<file path="src/rtl/cpu_cu_pkg.sv">
// Shared definitions for the cpu_cu control unit: state encoding, opcode and
// condition-code constants, and the ALU pass-through codes it drives.
package cpu_cu_pkg;

  // Control states; RESET must stay at 0 so the debug port reads 0 in reset.
  typedef enum logic [3:0] {
    ST_RESET   = 4'd0,
    ST_FETCH   = 4'd1,
    ST_DECODE  = 4'd2,
    ST_EXEC    = 4'd3,
    ST_LOAD    = 4'd4,
    ST_STORE   = 4'd5,
    ST_BRANCH  = 4'd6,
    ST_JUMP    = 4'd7,
    ST_HALT    = 4'd8,
    ST_ILLEGAL = 4'd9
  } state_e;

  // Opcodes in IR[15:12]; 0x0-0x7 are ALU operations.
  localparam logic [3:0] OP_LD   = 4'h8;
  localparam logic [3:0] OP_ST   = 4'h9;
  localparam logic [3:0] OP_BR   = 4'hC;
  localparam logic [3:0] OP_JMP  = 4'hD;
  localparam logic [3:0] OP_HALT = 4'hF;

  // Branch condition codes in IR[11:8]; 7-15 never take the branch.
  localparam logic [3:0] CC_ALWAYS = 4'd0;
  localparam logic [3:0] CC_C      = 4'd1;
  localparam logic [3:0] CC_NC     = 4'd2;
  localparam logic [3:0] CC_Z      = 4'd3;
  localparam logic [3:0] CC_NZ     = 4'd4;
  localparam logic [3:0] CC_N      = 4'd5;
  localparam logic [3:0] CC_NN     = 4'd6;

  // ALU codes that route one operand straight to the ALU output.
  localparam logic [3:0] ALU_PASS_S = 4'hA;
  localparam logic [3:0] ALU_PASS_R = 4'h9;

  // True for the eight ALU opcodes (top opcode bit clear).
  function automatic logic is_alu_op(input logic [3:0] op);
    return ~op[3];
  endfunction

endpackage

</file>
<file path="src/rtl/cpu_cond_eval.sv">
// Branch condition evaluator: decides whether a BR is taken from its
// condition code and the registered C/N/Z status.
module cpu_cond_eval
  import cpu_cu_pkg::*;
(
  input  logic [3:0] cc_i,
  input  logic       c_i,
  input  logic       n_i,
  input  logic       z_i,
  output logic       taken_o
);

  // Pure decode of the condition code; unassigned codes are never taken.
  always_comb begin
    taken_o = 1'b0;
    case (cc_i)
      CC_ALWAYS: taken_o = 1'b1;
      CC_C:      taken_o = c_i;
      CC_NC:     taken_o = ~c_i;
      CC_Z:      taken_o = z_i;
      CC_NZ:     taken_o = ~z_i;
      CC_N:      taken_o = n_i;
      CC_NN:     taken_o = ~n_i;
      default:   taken_o = 1'b0;
    endcase
  end

endmodule

</file>
<file path="src/rtl/cpu_cu.sv">
// Multi-cycle control unit for cpu_eu: fetch/decode/execute sequencer with a
// registered C/N/Z status used by conditional branches.
//
// Memory handshake: mem_rd / mem_wr act as "valid" and are held steady, with
// address selection, for as long as the controller is in FETCH, LOAD or
// STORE. mem_rdy acts as "ready"; a transfer completes in the cycle where the
// request and mem_rdy are both high, and only then does the state advance.
// mem_rdy is ignored in every other state.
module cpu_cu
  import cpu_cu_pkg::*;
(
  input  logic        clk,
  input  logic        reset,
  input  logic [15:0] IR_OUT,
  input  logic        C,
  input  logic        N,
  input  logic        Z,
  input  logic        mem_rdy,
  output logic [3:0]  Alu_Op,
  output logic [2:0]  W_Adr,
  output logic [2:0]  R_Adr,
  output logic [2:0]  S_Adr,
  output logic        adr_sel,
  output logic        s_sel,
  output logic        reg_w_en,
  output logic        ir_ld,
  output logic        pc_ld,
  output logic        pc_inc,
  output logic        pc_sel,
  output logic        mem_rd,
  output logic        mem_wr,
  output logic        halted,
  output logic        illegal,
  output logic [3:0]  state_out
);

  state_e state_q, state_d;
  logic   c_q, n_q, z_q;
  logic   taken;

  logic [3:0] op, cc;
  logic [2:0] w_fld, r_fld, s_fld;

  assign op    = IR_OUT[15:12];
  assign cc    = IR_OUT[11:8];
  assign w_fld = IR_OUT[8:6];
  assign r_fld = IR_OUT[5:3];
  assign s_fld = IR_OUT[2:0];

  assign state_out = state_q;

  cpu_cond_eval u_cond (
    .cc_i    (cc),
    .c_i     (c_q),
    .n_i     (n_q),
    .z_i     (z_q),
    .taken_o (taken)
  );

  // State register; reset forces RESET immediately so all outputs drop to 0.
  always_ff @(posedge clk or negedge reset) begin
    if (!reset) state_q <= ST_RESET;
    else        state_q <= state_d;
  end

  // Status register: captures live ALU flags only when an ALU op executes.
  always_ff @(posedge clk or negedge reset) begin
    if (!reset) begin
      c_q <= 1'b0;
      n_q <= 1'b0;
      z_q <= 1'b0;
    end else if (state_q == ST_EXEC) begin
      c_q <= C;
      n_q <= N;
      z_q <= Z;
    end
  end

  // Next-state logic.
  always_comb begin
    state_d = state_q;
    case (state_q)
      ST_RESET:  state_d = ST_FETCH;
      ST_FETCH:  if (mem_rdy) state_d = ST_DECODE;
      ST_DECODE: begin
        if (is_alu_op(op)) begin
          state_d = ST_EXEC;
        end else begin
          case (op)
            OP_LD:   state_d = ST_LOAD;
            OP_ST:   state_d = ST_STORE;
            OP_BR:   state_d = ST_BRANCH;
            OP_JMP:  state_d = ST_JUMP;
            OP_HALT: state_d = ST_HALT;
            default: state_d = ST_ILLEGAL;
          endcase
        end
      end
      ST_EXEC, ST_BRANCH, ST_JUMP: state_d = ST_FETCH;
      ST_LOAD, ST_STORE: if (mem_rdy) state_d = ST_FETCH;
      ST_HALT:    state_d = ST_HALT;
      ST_ILLEGAL: state_d = ST_ILLEGAL;
      default:    state_d = ST_RESET;
    endcase
  end

  // Output decode from the current state and instruction fields.
  always_comb begin
    Alu_Op   = 4'h0;
    W_Adr    = 3'd0;
    R_Adr    = 3'd0;
    S_Adr    = 3'd0;
    adr_sel  = 1'b0;
    s_sel    = 1'b0;
    reg_w_en = 1'b0;
    ir_ld    = 1'b0;
    pc_ld    = 1'b0;
    pc_inc   = 1'b0;
    pc_sel   = 1'b0;
    mem_rd   = 1'b0;
    mem_wr   = 1'b0;
    halted   = 1'b0;
    illegal  = 1'b0;
    case (state_q)
      ST_FETCH: begin
        mem_rd = 1'b1;
        if (mem_rdy) begin
          ir_ld  = 1'b1;
          pc_inc = 1'b1;
        end
      end
      ST_EXEC: begin
        reg_w_en = 1'b1;
        Alu_Op   = op;
        W_Adr    = w_fld;
        R_Adr    = r_fld;
        S_Adr    = s_fld;
      end
      ST_LOAD: begin
        adr_sel = 1'b1;
        R_Adr   = r_fld;
        mem_rd  = 1'b1;
        if (mem_rdy) begin
          s_sel    = 1'b1;
          Alu_Op   = ALU_PASS_S;
          W_Adr    = w_fld;
          reg_w_en = 1'b1;
        end
      end
      ST_STORE: begin
        adr_sel = 1'b1;
        R_Adr   = r_fld;
        S_Adr   = s_fld;
        Alu_Op  = ALU_PASS_S;
        mem_wr  = 1'b1;
      end
      ST_BRANCH: pc_ld = taken;
      ST_JUMP: begin
        R_Adr  = r_fld;
        Alu_Op = ALU_PASS_R;
        pc_sel = 1'b1;
        pc_ld  = 1'b1;
      end
      ST_HALT:    halted  = 1'b1;
      ST_ILLEGAL: illegal = 1'b1;
      default: ;
    endcase
  end

endmodule

</file>
<file path="config.mk">
export PLATFORM = sky130hd
export DESIGN_NAME = cpu_cu
export DESIGN_NICKNAME = d
export VERILOG_FILES = /design/src/rtl/cpu_cu_pkg.sv /design/src/rtl/cpu_cond_eval.sv /design/src/rtl/cpu_cu.sv
export SDC_FILE = /design/constraint.sdc
export NUM_CORES = 1
export LEC_CHECK = 0
export BUFFER_PORTS_ARGS = -buffer_cell sky130_fd_sc_hd__buf_2
export CAP_MARGIN = 20
export CORE_MARGIN = 1.5
export CORE_UTILIZATION = 44
export DETAILED_ROUTE_END_ITERATION = 6
export GPL_TIMING_DRIVEN = 0
export PLACE_DENSITY = 0.84
export SETUP_SLACK_MARGIN = 0.2
export SLEW_MARGIN = 20
export SYNTH_ARGS = -nofsm -noshare
export SYNTH_HDL_FRONTEND = slang
export SYNTH_SLANG_ARGS = --single-unit
</file>
<file path="constraint.sdc">
create_clock -name clk -period 2.1 [get_ports clk]
set_clock_uncertainty 0.05 [all_clocks]
set_input_delay 0.315 -clock clk [delete_from_list [all_inputs] [get_ports clk]]
set_output_delay 0.315 -clock clk [all_outputs]
set_load 0.05 [all_outputs]
</file>
==> flow_summary_export.csv, run 1 <==
group,metric,value,unit
outcome,status,"completed",
setup_path,path_class,"reg2out",
synth,async_flop_share,100,%
timing,rsz0062_at_grt,"yes",
setup_path,cp-end-kind,"primary output",
pwr,powerDensity,1550,mW/mm^2
detailed_routing,drt-total-wl,2.44,mm
setup_path,start_kind,"flip-flop",
min_path,hp-start,"C",
setup_path,r2r_end,"state_out[0]",
global_routing,grt.total_usage,26.4,%
synth,synth_xor_area_share,1.20,%
setup_path,max_stage_delay,0.54,ns
timing,final.min_clock_period,1.91,ns
synth,ys_seq_area_share,24.0,%
floorplan,core-area,0.00152,mm^2
floorplan,die_y,43.7,um
timing,timing.fmax,524,MHz
cells_and_area,drive_above_1_share,67.3,%
setup_path,r2r-start,"state_out[0]",
timing,hold_violations,0,
synth,syn_area,729,um^2
synth,ys.flop_type,"dfrtp_1",
min_path,whs_endpoint,"c_q",
synth,yosysTopAreaCellShare,24.0,%
synth,ys_ff_latch,7,
synth,yosys-top-cells-area,"dfrtp_1 (24%), and2_1 (8.6%), mux2_2 (4.6%)",
detailed_routing,post_drt_wl_per_cell,14.7,um
floorplan,initial_core_util,47.9,%
synth,synth_area_leader_cell,"dfrtp_1",
cts,clock-sinks,7,
cts,cts_max_level,1,
cells_and_area,synthToLayoutAreaGrowth,79.2,%
global_routing,grt_overflow,0,
global_routing,grt_pass1_vias,805,
synth,synth_top_family_by_area,"simple AND/OR/NAND/NOR gates",
floorplan,die_x,43.7,um
cts,insertion_delay,0.25,ns
job,cap_viol_max_count,0,
place,hpwl,1.70,mm
place,portBuffers,49,
cts,root_buffer,"clkbuf_4",
global_routing,antenna_found_initial,0,
synth,synth_fp_nets,110,
detailed_routing,dr_total_vias,911,
global_routing,grt_max_degree,11,
setup_path,worst_path_dominant_cell_family,"flip-flops",
cts,clk_path_buf_depth,2,
timing,worstMarginPinSlew,0.377,ns
synth,synth_compound_area_share,18.2,%
detailed_routing,drt-initial-drc-count,13,
floorplan,die-area,0.00191,mm^2
setup_path,critPathLaunch,"state_out[3]",
floorplan,io_pins,50,
min_path,min_delay_path_depth,2,
cells_and_area,n_fill_cell,92,
timing,setup_tns,0,ns
timing,setup_viol,0,
setup_path,arrival,1.54,ns
pwr,p_leak,0.626,nW
synth,syn_avg_cell_area,8.29,um^2
global_routing,grt_pass1_wl,3.71,mm
pwr,finalPower,2.03,mW
setup_path,rrSetupSlack,0.57,ns
min_path,hold_class,"in2reg",
synth,muxShareOfSynthArea,4.63,%
synth,synthSimpleGateAreaFrac,43.6,%
setup_path,path_buf_inv,1,
place,finalWeightedCongestion,0.857,
detailed_routing,drt.antenna.violating_nets,0,
detailed_routing,first_pass_iters,4,
timing,slew_headroom,74.5,%
cts,tritoncts,"built",
cts,clk_pin_slew,0.05,ns
setup_path,rr_worst_depth,4,
detailed_routing,drc,0,
synth,synth_cell_type_count,39,
pwr,ir_worst_vdd,0.851,mV
cts,numCtsBuffers,3,
cells_and_area,antenna_cells,0,
detailed_routing,via_per_inst,5.49,
synth,synth_adder_area_share,0,%
floorplan,num_rows,14,
timing,drv_slew,0,
setup_path,critPathSlowestCell,"dfrtp_4",
setup_path,path_cells,"nand2b_4, nor3b_4, buf_2",
timing,period_share,90.9,%
setup_path,required,1.74,ns
cells_and_area,nNetsFinal,173,
synth,synth_edf_count,0,
setup_path,crit_fanout,9,
synth,syn_inst,88,
synth,yosys_warnings,0,
what timing repair did:
action,CTS,global route
pin swaps,0,3
hold buffers,1,0
endpoints found under the hold margin,7,0
buffers inserted,3,5
gates resized for setup,16,19
setup endpoints to repair,13,17
how the worst max path moves through the flow:
stage | slack, ns | cells after the start | to
5_1_grt | 0.12 | 4 | pc_ld
3_5_place_dp | 0.31 | 5 | pc_ld
6_report | 0.19 | 3 | ir_ld
3_3_place_gp | 0.31 | 5 | Alu_Op[1]
4_1_cts | 0.16 | 4 | R_Adr[0]
2_1_floorplan | 0.16 | 4 | W_Adr[0]
sequential cells by signal (all words and copies together) (netlist names):
register / count
c_q: 1
n_q: 1
state_out: 4
z_q: 1
routing by layer:
| metal | GRT usage [%] | part of all wire [%] | vias up |
|---|---|---|---|
| li1 | - | - | 435 |
| met1 | 35.2 | 43 | 434 |
| met5 | 0 | 0 | - |
| met3 | 2.92 | 5.5 | 6 |
| met2 | 42.1 | 50 | 36 |
| met4 | 13.3 | 1.9 | 0 |
stage by stage:
step	instance area (um^2)	setup slack (ns)	instances	util, %	hold WS (ns)
final	1310	0.192	166	85.8	0.248
after global routing	1310	0.123	166	85.8	0.250
after CTS	1210	0.164	161	79.1	0.239
after detailed placement	1100	0.312	153	72.5	0.105
after global placement	1100	0.311	153	72.5	0.0969
after floorplan	840	0.156	88	-	-0.0306
synthesized netlist by cell type (2+ instances only):
cell type and count:
buf_4 2, a21oi_1 6, and2_1 10, o21ai_0 2
nand2b_1 5, inv_1 4, nand2_1 6, nor2_1 8
dfrtp_1 7, buf_6 2, mux2_2 3, nor3_1 3
nand3b_1 4
layout by cell type (no fill, tap or decap), drive strengths merged, types with 2 or more instances in the layout:
cell and count:
or3b 2, nand2 6, nand3b 4, and2 10
a21oi 7, buf 60, dfrtp 7, nor3 4
nor3b 2, inv 5, o21ai 2, nor2 8
nand2b 5, mux2 3, clkbuf 6
kinds of logic (layout without fill, tap and decap cells):
group	after synthesis	after routing
compound gates	18	18
mux	3	3
buf+inv	10	72
simple gates	49	49
xor+xnor	1	1
flops	7	7
power breakdown:
| group | leakage, nW | total, mW | switching [mW] | internal, mW |
|---|---|---|---|---|
| clock network | 0.0150 | 0.120 | 0.0479 | 0.0724 |
| registers | 0.0796 | 0.309 | 0.107 | 0.202 |
| logic | 0.531 | 1.60 | 1.00 | 0.598 |
| total | 0.626 | 2.03 | 1.15 | 0.873 |
cell type report:
cell class / instances / area (um^2) / area share [%]
clock buffers: 4 / 26.3 / 2.01
inverters: 5 / 18.8 / 1.44
flip-flops and latches: 7 / 184 / 14.1
plain buffers: 5 / 52.6 / 4.02
well taps: 16 / 20.0 / 1.53
repair buffers: 58 / 375 / 28.7
multi-input cells: 71 / 631 / 48.2
Power figures use the tool's default switching activity.
==> run 2, diff against run 1 <==
--- a/config.mk
+++ b/config.mk
@@ -8,12 +8,12 @@
 export BUFFER_PORTS_ARGS = -buffer_cell sky130_fd_sc_hd__buf_2
 export CAP_MARGIN = 20
 export CORE_MARGIN = 1.5
-export CORE_UTILIZATION = 44
+export CORE_UTILIZATION = 43
 export DETAILED_ROUTE_END_ITERATION = 6
 export GPL_TIMING_DRIVEN = 0
-export PLACE_DENSITY = 0.84
+export PLACE_DENSITY = 0.83
 export SETUP_SLACK_MARGIN = 0.2
-export SLEW_MARGIN = 20
 export SYNTH_ARGS = -nofsm -noshare
 export SYNTH_HDL_FRONTEND = slang
+export SYNTH_HIERARCHICAL = 1
 export SYNTH_SLANG_ARGS = --single-unit
==> flow_summary_export.csv, run 2 <==
group,metric,value,unit
outcome,status,"completed",
synth,syn_inst,91,
pwr,powerDensity,1580,mW/mm^2
setup_path,worst_path_dominant_cell_family,"buffers and inverters",
setup_path,path_buf_inv,3,
synth,syn_area,709,um^2
floorplan,die_x,43.6,um
place,finalWeightedCongestion,0.873,
detailed_routing,drt-total-wl,2.97,mm
detailed_routing,drc,0,
floorplan,num_rows,14,
detailed_routing,first_pass_iters,4,
setup_path,path_class,"reg2out",
setup_path,start_kind,"flip-flop",
cells_and_area,layout_common_cells,"buf_2 (33), buf_4 (18), buf_6 (8), nor2_1 (8)",
synth,synth_fp_nets,113,
timing,hold_violations,0,
timing,worstMarginPinSlew,0.379,ns
timing,timing.hold.ws,0.238,ns
synth,synth_edf_count,0,
synth,ys.flop_type,"dfrtp_1",
timing,slew_headroom,74.4,%
synth,synth_commonest_cells,"nor2_1 (12), and2_1 (11), dfrtp_1 (7), a21oi_1 (5), nand2_1 (5)",
cts,clk_path_buf_depth,2,
detailed_routing,drt-initial-drc-count,20,
cells_and_area,antenna_cells,0,
timing,timing.fmax,511,MHz
synth,syn_avg_cell_area,7.80,um^2
setup_path,arrival,1.59,ns
global_routing,grt_max_degree,11,
detailed_routing,drt.antenna.violating_nets,0,
floorplan,initial_core_util,46.6,%
synth,ys_ff_latch,7,
cells_and_area,largest_reg_flops,4,
timing,setup_viol,0,
cells_and_area,nNetsFinal,179,
global_routing,grt_overflow,0,
cells_and_area,drive_above_1_share,67.9,%
synth,yosys_warnings,6,
global_routing,grt.total_usage,26.2,%
cts,cts_max_level,1,
setup_path,required,1.74,ns
synth,synth_cell_type_count,36,
cells_and_area,final_common_cell,"buf_2",
cts,tritoncts,"built",
cts,insertion_delay,0.25,ns
cts,clk_pin_slew,0.05,ns
setup_path,critPathSlowestCell,"dfrtp_2",
floorplan,die_y,43.6,um
global_routing,grt_pass1_vias,876,
detailed_routing,post_drt_wl_per_cell,17.3,um
synth,ys_seq_area_share,24.7,%
cells_and_area,synthToLayoutAreaGrowth,95.9,%
place,hpwl,1.60,mm
setup_path,cp.depth,6,
job,cap_viol_max_count,0,
min_path,min_delay_path_depth,2,
cts,root_buffer,"clkbuf_4",
pwr,p_leak,0.672,nW
timing,period_share,93.1,%
place,portBuffers,49,
setup_path,rr_worst_depth,5,
timing,rsz0062_at_grt,"yes",
timing,setup_tns,0,ns
pwr,finalPower,2.20,mW
cts,numCtsBuffers,3,
floorplan,core-area,0.00152,mm^2
floorplan,die-area,0.00190,mm^2
detailed_routing,via_per_inst,5.52,
synth,yosysTopAreaCellShare,24.7,%
setup_path,crit_fanout,9,
setup_path,path_cells,"buf_8, buf_12, nand3b_1, a21oi_4, and2_4, buf_8",
synth,synth_area_leader_cell,"dfrtp_1",
pwr,ir_worst_vdd,1.16,mV
synth,async_flop_share,100,%
timing,drv_slew,0,
setup_path,cp-end-kind,"primary output",
min_path,hold_class,"in2reg",
cts,clock-sinks,7,
global_routing,antenna_found_initial,0,
detailed_routing,dr_total_vias,949,
setup_path,cpMostUsedCell,"buf_8",
synth,yosys-top-cells-area,"dfrtp_1 (25%), and2_1 (9.7%), nor2_1 (6.3%)",
synth,yosysMostFrequentCell,"nor2_1",
global_routing,grt_pass1_wl,3.73,mm
cells_and_area,n_fill_cell,67,
setup_path,max_stage_delay,0.38,ns
cells_and_area,fin_util,91.2,%
floorplan,io_pins,50,
timing,final.min_clock_period,1.96,ns
-- run 2: cell types whose count changed in the layout (fill, tap and decap cells not counted), sizes merged, moves of 3 or more --
cell / previous run / this run
buf: 60 / 66
inv: 5 / 2
nor2: 8 / 12
o21ai: 2 / 5
-- run 2: per-layer routing --
| metal | share of wire, % | up-vias | track usage (%) |
|---|---|---|---|
| li1 | - | 447 | - |
| met1 | 40 | 449 | 30.9 |
| met2 | 54 | 45 | 44.7 |
| met3 | 4.0 | 8 | 5.83 |
| met4 | 2.2 | 0 | 12.1 |
| met5 | 0 | - | 0 |
-- run 2: kinds of logic after synthesis --
| logic type | share of synthesized area [%] |
|---|---|
| DFF | 24.7 |
| buffers and inverters | 6.88 |
| xor gates and xnor gates | 2.47 |
| AOI/OAI and AO/OA | 14.3 |
| and+or+nand+nor | 46.9 |
| muxes | 4.76 |
-- run 2: final timing paths --
path / end / slack [ns] / start
setup reg to reg: state_out[0] / 0.42 / state_out[2]
setup / recovery: W_Adr[2] / 0.14 / state_out[1]
hold reg to reg: n_q / 0.46 / n_q
min in group asynchronous: c_q / 0.37 / reset
max in group asynchronous: state_out[0] / 1.46 / reset
hold / removal: z_q / 0.24 / Z
-- run 2: cell type report --
type / instances / area [um^2] / share of cell area, %
Timing Repair Buffer: 61 / 442 / 31.8
Multi-Input combinational cell: 75 / 638 / 45.9
Clock buffer: 4 / 26.3 / 1.89
Inverter: 2 / 7.51 / 0.540
Sequential cell: 7 / 180 / 13.0
Buffer: 7 / 76.3 / 5.49
Tap cell: 16 / 20.0 / 1.44
-- run 2: worst register-to-register path: cells and delay by family (launching register included) --
| family | cells | cell delay (ns) |
|---|---|---|
| AND/OR/NAND/NOR | 2 | 0.62 |
| buffers and inverters | 2 | 0.28 |
| flip-flops | 1 | 0.43 |
| AO/OA/AOI/OAI | 1 | 0.20 |
-- run 2: where the power goes --
part,switching (mW),internal (mW)
Clock,0.0489,0.0725
Combinational,1.10,0.715
Sequential,0.0621,0.197
-- run 2: per-stage QoR --
stage / instance area [um^2] / worst slack [ns] / cells
after CTS: 1220 / 0.194 / 165
after global routing: 1390 / 0.0931 / 172
after detailed placement: 1080 / 0.218 / 156
after global placement: 1080 / 0.262 / 156
final: 1390 / 0.145 / 172
after floorplan: 818 / 0.0855 / 91
-- run 2: repair_timing --
item                       CTS  global route
gates resized for setup     26            33
hold buffers                 1             0
buffers inserted             4             7
setup endpoints to repair   17            20
hold endpoints to repair     7             0
pin swaps                    1             8
